File: src/rtl/div_unit_pkg.sv
// Shared definitions for the iterative divider: FSM state encoding,
// iteration count and the DIV/DIVU function selectors used by the ALU decode.
package div_unit_pkg;

  localparam int DIV_WIDTH  = 32;
  localparam int DIV_CYCLES = 32;
  localparam int DIV_CNT_W  = 6;

  // Function-field selectors the ALU decode uses to hand a divide to this unit
  localparam logic [5:0] FUNCT_DIV  = 6'h1A;
  localparam logic [5:0] FUNCT_DIVU = 6'h1B;

  typedef enum logic [1:0] {
    DIV_IDLE  = 2'd0,
    DIV_DZERO = 2'd1,
    DIV_ON    = 2'd2,
    DIV_DONE  = 2'd3
  } div_state_e;

endpackage

File: src/rtl/div_unit_step.sv
// One restoring-division iteration: shift {rem,quo} left by one, try to
// subtract the divisor from the widened remainder and set the quotient bit.
// The shifted remainder needs WIDTH+1 bits because it can reach 2*divisor-1.
module div_step #(
  parameter int WIDTH = 32
) (
  input  logic [2*WIDTH-1:0] rq_in,
  input  logic [WIDTH-1:0]   divisor,
  output logic [2*WIDTH-1:0] rq_out
);

  logic [WIDTH:0] shifted_s;
  logic [WIDTH:0] trial_s;

  // Trial subtraction; keep the difference only when it does not go negative
  always_comb begin
    shifted_s = rq_in[2*WIDTH-1:WIDTH-1];
    trial_s   = shifted_s - {1'b0, divisor};
    if (shifted_s >= {1'b0, divisor}) begin
      rq_out = {trial_s[WIDTH-1:0], rq_in[WIDTH-2:0], 1'b1};
    end else begin
      rq_out = {shifted_s[WIDTH-1:0], rq_in[WIDTH-2:0], 1'b0};
    end
  end

endmodule

File: src/rtl/div_unit.sv
// Iterative radix-2 restoring divider for DIV/DIVU in the EX stage.
// Returns {HI,LO} = {remainder, quotient}; one quotient bit per cycle.
// Optional build macro DIV_FAST_PATH_EN: when |a| < |b| the result
// {a, 0} is produced without iterating (done two cycles after start).
module div_unit
  import div_unit_pkg::*;
#(
  parameter int WIDTH = DIV_WIDTH
) (
  input  logic                 clk,
  input  logic                 rst,
  input  logic                 start,
  input  logic                 signed_div,
  input  logic [WIDTH-1:0]     a,
  input  logic [WIDTH-1:0]     b,
  input  logic                 annul,
  output logic                 busy,
  output logic                 done,
  output logic [2*WIDTH-1:0]   hilo_out
);

  localparam logic [WIDTH-1:0] ONE_W  = WIDTH'(1);
  localparam logic [WIDTH-1:0] ZERO_W = '0;
  localparam logic [WIDTH-1:0] ONES_W = '1;
  localparam logic [DIV_CNT_W-1:0] LAST_CNT = DIV_CNT_W'(DIV_CYCLES - 1);

  // Two's complement negate, wrapping modulo 2^WIDTH
  function automatic logic [WIDTH-1:0] twos_neg(input logic [WIDTH-1:0] v);
    return ~v + ONE_W;
  endfunction

  div_state_e             state_r;
  logic [DIV_CNT_W-1:0]   cnt_r;
  logic [2*WIDTH-1:0]     rq_r;
  logic [WIDTH-1:0]       divisor_r;
  logic                   quo_neg_r;
  logic                   rem_neg_r;
  logic [2*WIDTH-1:0]     result_r;
  logic [2*WIDTH-1:0]     hilo_r;

  logic [WIDTH-1:0]       a_abs_s;
  logic [WIDTH-1:0]       b_abs_s;
  logic                   fast_s;
  logic [2*WIDTH-1:0]     step_s;
  logic [WIDTH-1:0]       quo_fix_s;
  logic [WIDTH-1:0]       rem_fix_s;

  div_step #(.WIDTH(WIDTH)) u_step (
    .rq_in   (rq_r),
    .divisor (divisor_r),
    .rq_out  (step_s)
  );

  // Operand magnitudes; unsigned divides use the raw operands
  always_comb begin
    if (signed_div && a[WIDTH-1]) begin
      a_abs_s = twos_neg(a);
    end else begin
      a_abs_s = a;
    end
    if (signed_div && b[WIDTH-1]) begin
      b_abs_s = twos_neg(b);
    end else begin
      b_abs_s = b;
    end
  end

  // Early-out qualifier for dividends smaller than the divisor
  always_comb begin
`ifdef DIV_FAST_PATH_EN
    fast_s = (a_abs_s < b_abs_s);
`else
    fast_s = 1'b0;
`endif
  end

  // Sign fix-up of the final iteration's quotient and remainder
  always_comb begin
    if (quo_neg_r) begin
      quo_fix_s = twos_neg(step_s[WIDTH-1:0]);
    end else begin
      quo_fix_s = step_s[WIDTH-1:0];
    end
    if (rem_neg_r) begin
      rem_fix_s = twos_neg(step_s[2*WIDTH-1:WIDTH]);
    end else begin
      rem_fix_s = step_s[2*WIDTH-1:WIDTH];
    end
  end

  // Control FSM and datapath registers
  always_ff @(posedge clk) begin
    if (rst) begin
      state_r   <= DIV_IDLE;
      cnt_r     <= '0;
      rq_r      <= '0;
      divisor_r <= '0;
      quo_neg_r <= 1'b0;
      rem_neg_r <= 1'b0;
      result_r  <= '0;
      hilo_r    <= '0;
    end else begin
      case (state_r)
        DIV_IDLE: begin
          if (start && !annul) begin
            if (b == ZERO_W) begin
              state_r  <= DIV_DZERO;
              result_r <= {a, ONES_W};
            end else if (fast_s) begin
              // Reuses the one-cycle DZERO pass so done still lands at T+2
              state_r  <= DIV_DZERO;
              result_r <= {a, ZERO_W};
            end else begin
              state_r   <= DIV_ON;
              rq_r      <= {ZERO_W, a_abs_s};
              divisor_r <= b_abs_s;
              quo_neg_r <= signed_div & (a[WIDTH-1] ^ b[WIDTH-1]);
              rem_neg_r <= signed_div & a[WIDTH-1];
              cnt_r     <= '0;
            end
          end else begin
            state_r <= DIV_IDLE;
          end
        end
        DIV_DZERO: begin
          if (annul) begin
            state_r <= DIV_IDLE;
          end else begin
            state_r <= DIV_DONE;
          end
        end
        DIV_ON: begin
          if (annul) begin
            state_r <= DIV_IDLE;
          end else begin
            rq_r  <= step_s;
            cnt_r <= cnt_r + DIV_CNT_W'(1);
            if (cnt_r == LAST_CNT) begin
              state_r  <= DIV_DONE;
              result_r <= {rem_fix_s, quo_fix_s};
            end else begin
              state_r <= DIV_ON;
            end
          end
        end
        DIV_DONE: begin
          if (!annul) begin
            hilo_r <= result_r;
          end else begin
            hilo_r <= hilo_r;
          end
          state_r <= DIV_IDLE;
        end
        default: begin
          state_r <= DIV_IDLE;
        end
      endcase
    end
  end

  // A same-cycle annul must suppress the result, so done/hilo are gated here
  always_comb begin
    done = (state_r == DIV_DONE) && !annul;
    if (done) begin
      hilo_out = result_r;
    end else begin
      hilo_out = hilo_r;
    end
    busy = ((state_r == DIV_IDLE) && start && !annul) ||
           (state_r == DIV_ON) || (state_r == DIV_DZERO);
  end

endmodule

File: config.mk
export PLATFORM = sky130hd
export DESIGN_NAME = div_unit
export DESIGN_NICKNAME = d
export VERILOG_FILES = /design/src/rtl/div_unit_pkg.sv /design/src/rtl/div_unit_step.sv /design/src/rtl/div_unit.sv
export SDC_FILE = /design/constraint.sdc
export NUM_CORES = 1
export LEC_CHECK = 0
export CORE_AREA = 3 3 158 160
export CTS_CLUSTER_SIZE = 20
export DETAILED_ROUTE_END_ITERATION = 16
export DIE_AREA = 0 0 161 163
export PLACE_DENSITY = 0.82
export SYNTH_ARGS = -nofsm -noshare
export SYNTH_HDL_FRONTEND = slang
export SYNTH_SLANG_ARGS = --single-unit
File: constraint.sdc
create_clock -name clk -period 16.4 [get_ports clk]
set_input_delay 3.28 -clock clk [delete_from_list [all_inputs] [get_ports clk]]
set_output_delay 3.28 -clock clk [all_outputs]
set_load 0.005 [all_outputs]
==> results_dict.tcl <==
set metrics [dict create \
    syn_area_per_cell_um2 7.38 \
    fin_worst_skew_ns 0.0193 \
    crit_fanout 65 \
    vias 13800 \
    cpPeakStageDelay_ns 0.78 \
    antenna_found_initial 3 \
    fmax_ghz 0.111 \
    grt_pass1_vias 12200 \
    cp.arrival_ns 5.72 \
    syn_nets 2025 \
    slew_violations 0 \
    outcome "completed" \
    ys_seq_elements 234 \
    yosys_warnings 0 \
    synth_ff_type "dfxtp_1" \
    r2r_slack_ns 10.57 \
    grt_usage_pct 29.1 \
    hold_viol_final 0 \
    ys_types 81 \
    post_cts_buffers 0 \
    htree_num_levels 1 \
    fin_crit_ns 9.00 \
    cp-start-kind "input port" \
    cts_root_buf "clkbuf_16" \
    maxCapViolCount 0 \
    cts_made_buffers 26 \
    grt_pass1_wl_um 63500 \
    drt_iter0_markers 1293 \
    route.detailed.drc 0 \
    fin_tns_setup_ns 0 \
    worstSetupPathType "input port to primary output" \
    clockBufferDepth 3 \
    period_share_pct 54.8 \
    synth_edf_count 0 \
    yosysTopAreaCell "dfxtp_1" \
    finalWeightedCongestion 0.945 \
    leakagePower_nw 6.38 \
    num_io_pins 135 \
    wl_per_cell_um 17.3 \
    slew-limit-headroom_pct 20.9 \
    routed_via_density 5.99 \
    clk_pin_slew_worst_paths_ns 0.06 \
    fin_util_pct 69.6 \
    synthCells 1918 \
    critPathTopFamily "buffers and inverters" \
    final_area_um2 16400 \
    nets 2068 \
    die_y_um 163 \
    cts_resized 0 \
    synth_area_leaders "dfxtp_1 (33%), nand2_1 (8.8%), nor2_1 (6.8%)" \
    pre_cts_ws_ns 7.53 \
    grt_start_max_net_pins 136 \
    tightest_slew_ns 1.18 \
    setup_viol 0 \
    drive_gt1_share_pct 4.34 \
    postRouteAntennaNets 0 \
    crit_slowest_cell "inv_2" \
    globalRouteOverflowTotal 0 \
    placed_cell_area_um2 15500 \
    ys_seq_area_share_pct 33.1 \
    power_density_nw_per_um2 88.1 \
    crit_buf_inv 4 \
    hpwl_um 29000 \
    area.growth.synth_to_final_pct 15.7 \
    syn-cell-area_um2 14200 \
    crit_path_end_kind "primary output" \
    clkSinkCount 234 \
    diodes 0 \
    die_x_um 161 \
    worstPathRequired_ns 13.12 \
    die_area_um2 26200 \
    ir_drop_mv 0.0757 \
    ctsHoldBuffers 0 \
    cts_tree "yes" \
    core_um2 23500 \
    rsz0062_at_grt "no" \
    worst_slack_ns 7.40 \
    floorplan.initialDensity_pct 60.2 \
    clock_latency_ns 0.53 \
    synth_top_area_share_pct 33.1 \
    async_flop_share_pct 0 \
    firstDrtPassIters 6 \
    timing.hold.ws_ns 0.463 \
    drt_wl_total_um 39700 \
    crit_chain "clkdlybuf4s50_1 -> inv_1 -> nand3_2 -> inv_2 -> nand2_1 -> nand2_1 -> clkdlybuf4s50_1" \
    hp-class "register to register" \
    rows 56 \
    io_buffers 134 \
]
==> metrics by stage <==
stage,instances,power [mW]
after detailed placement,2252,0.847
after global placement,2252,0.842
after floorplan,1918,0.777
final,2300,1.44
after CTS,2300,1.45
after global routing,2300,1.50
==> layer usage <==
metal  vias up  wire (um)  track usage (%)
met5         -         43                0
met4         6       1030             7.59
met3        73       3700             4.88
met2       589      17200             46.1
met1      6311      17800             41.3
li1       6801          -                -
==> sequential cells by signal (all words and copies together) (netlist names) <==
signal,flops
rq_r,64
rem_neg_r,1
result_r,64
divisor_r,32
hilo_r,64
state_r,2
quo_neg_r,1
cnt_r,6
==> cell usage in the layout, fill, tap and decap left out, drive strengths merged, types with 11 or more instances in the layout <==
master	n
nand3	25
o31ai	28
a211oi	90
nand2	334
o211ai	12
and3	13
inv	61
or4	13
nand4	11
nor4	15
a311oi	25
buf	12
or3	18
a31oi	20
xor2	65
clkbuf	34
o21ai	64
ha	37
nor3	35
dfxtp	234
o41ai	14
xnor2	73
a22oi	25
a21oi	124
nor2	257
clkdlybuf4s50	133
nor2b	72
==> cells in the mapped netlist (5+ instances only) <==
cell type  instances
a211oi_1          90
a21o_1             9
a21oi_1          123
a22oi_1           25
a311oi_1          25
a31oi_1           20
and2_1             7
and3_1            13
buf_1             11
clkbuf_1         108
dfxtp_1          234
ha_1              37
inv_1             60
mux2i_1            9
nand2_1          333
nand2b_1           6
nand3_1           25
nand3b_1           9
nand4_1           11
nor2_1           257
nor2b_1           72
nor3_1            35
nor4_1            15
o211ai_1          12
o21a_1             5
o21ai_0           63
o22ai_1            9
o31a_1             5
o31ai_1           26
o41ai_1           14
or2_2              7
or3_1             18
or4_1             12
xnor2_1           73
xor2_1            65
==> area by class of cell <==
cell class,count,area [um^2]
Tap cell,319,399
Timing Repair Buffer,145,1430
Multi-Input combinational cell,1494,8750
Clock inverter,14,155
Clock buffer,34,742
Fill cell,1947,7160
Inverter,60,225
Sequential cell,234,4680
==> worst reg2reg max path, cell delays in order, from the launching register on <==
cell	delay, ns
dfxtp_1	0.43
ha_1	0.36
a21oi_1	0.26
o21ai_1	0.17
a221o_1	0.45
o31ai_2	0.51
nand2_2	0.19
o21ai_0	0.41
ha_1	0.29
inv_1	0.08
or3_1	0.36
or3_1	0.35
nor4_1	0.20
a31oi_1	0.15
or4_4	0.56
or2_4	0.28
o31ai_4	0.18
xnor2_1	0.12
a2111oi_2	0.35
==> final timing paths <==
kind | from | endpoint | cells past startpoint
setup / recovery | annul | hilo_out[39] | 7
hold / removal | divisor_r[31] | divisor_r[31] | 2
setup reg to reg | rq_r[37] | result_r[56] | 18
hold reg to reg | divisor_r[31] | divisor_r[31] | 2
==> where the power goes <==
group          switching [mW]  total (mW)  internal (mW)
clock                   0.237       0.603          0.366
sequential             0.0124       0.594          0.582
combinational           0.154       0.247         0.0926
total                   0.404        1.44           1.04
==> kinds of logic (layout without fill, tap and decap cells) <==
kind of cell | Yosys count | in the layout | share of synthesized area, %
xor gates and xnor gates | 138 | 138 | 8.54
DFF | 234 | 234 | 33.1
buffers and inverters | 190 | 253 | 5.27
and+or+nand+nor | 835 | 835 | 26.4
muxes | 11 | 11 | 0.822
AOI/OAI and AO/OA | 472 | 472 | 22.5
adders and majority gates | 38 | 38 | 3.41
(Power assumes the default switching activity.)
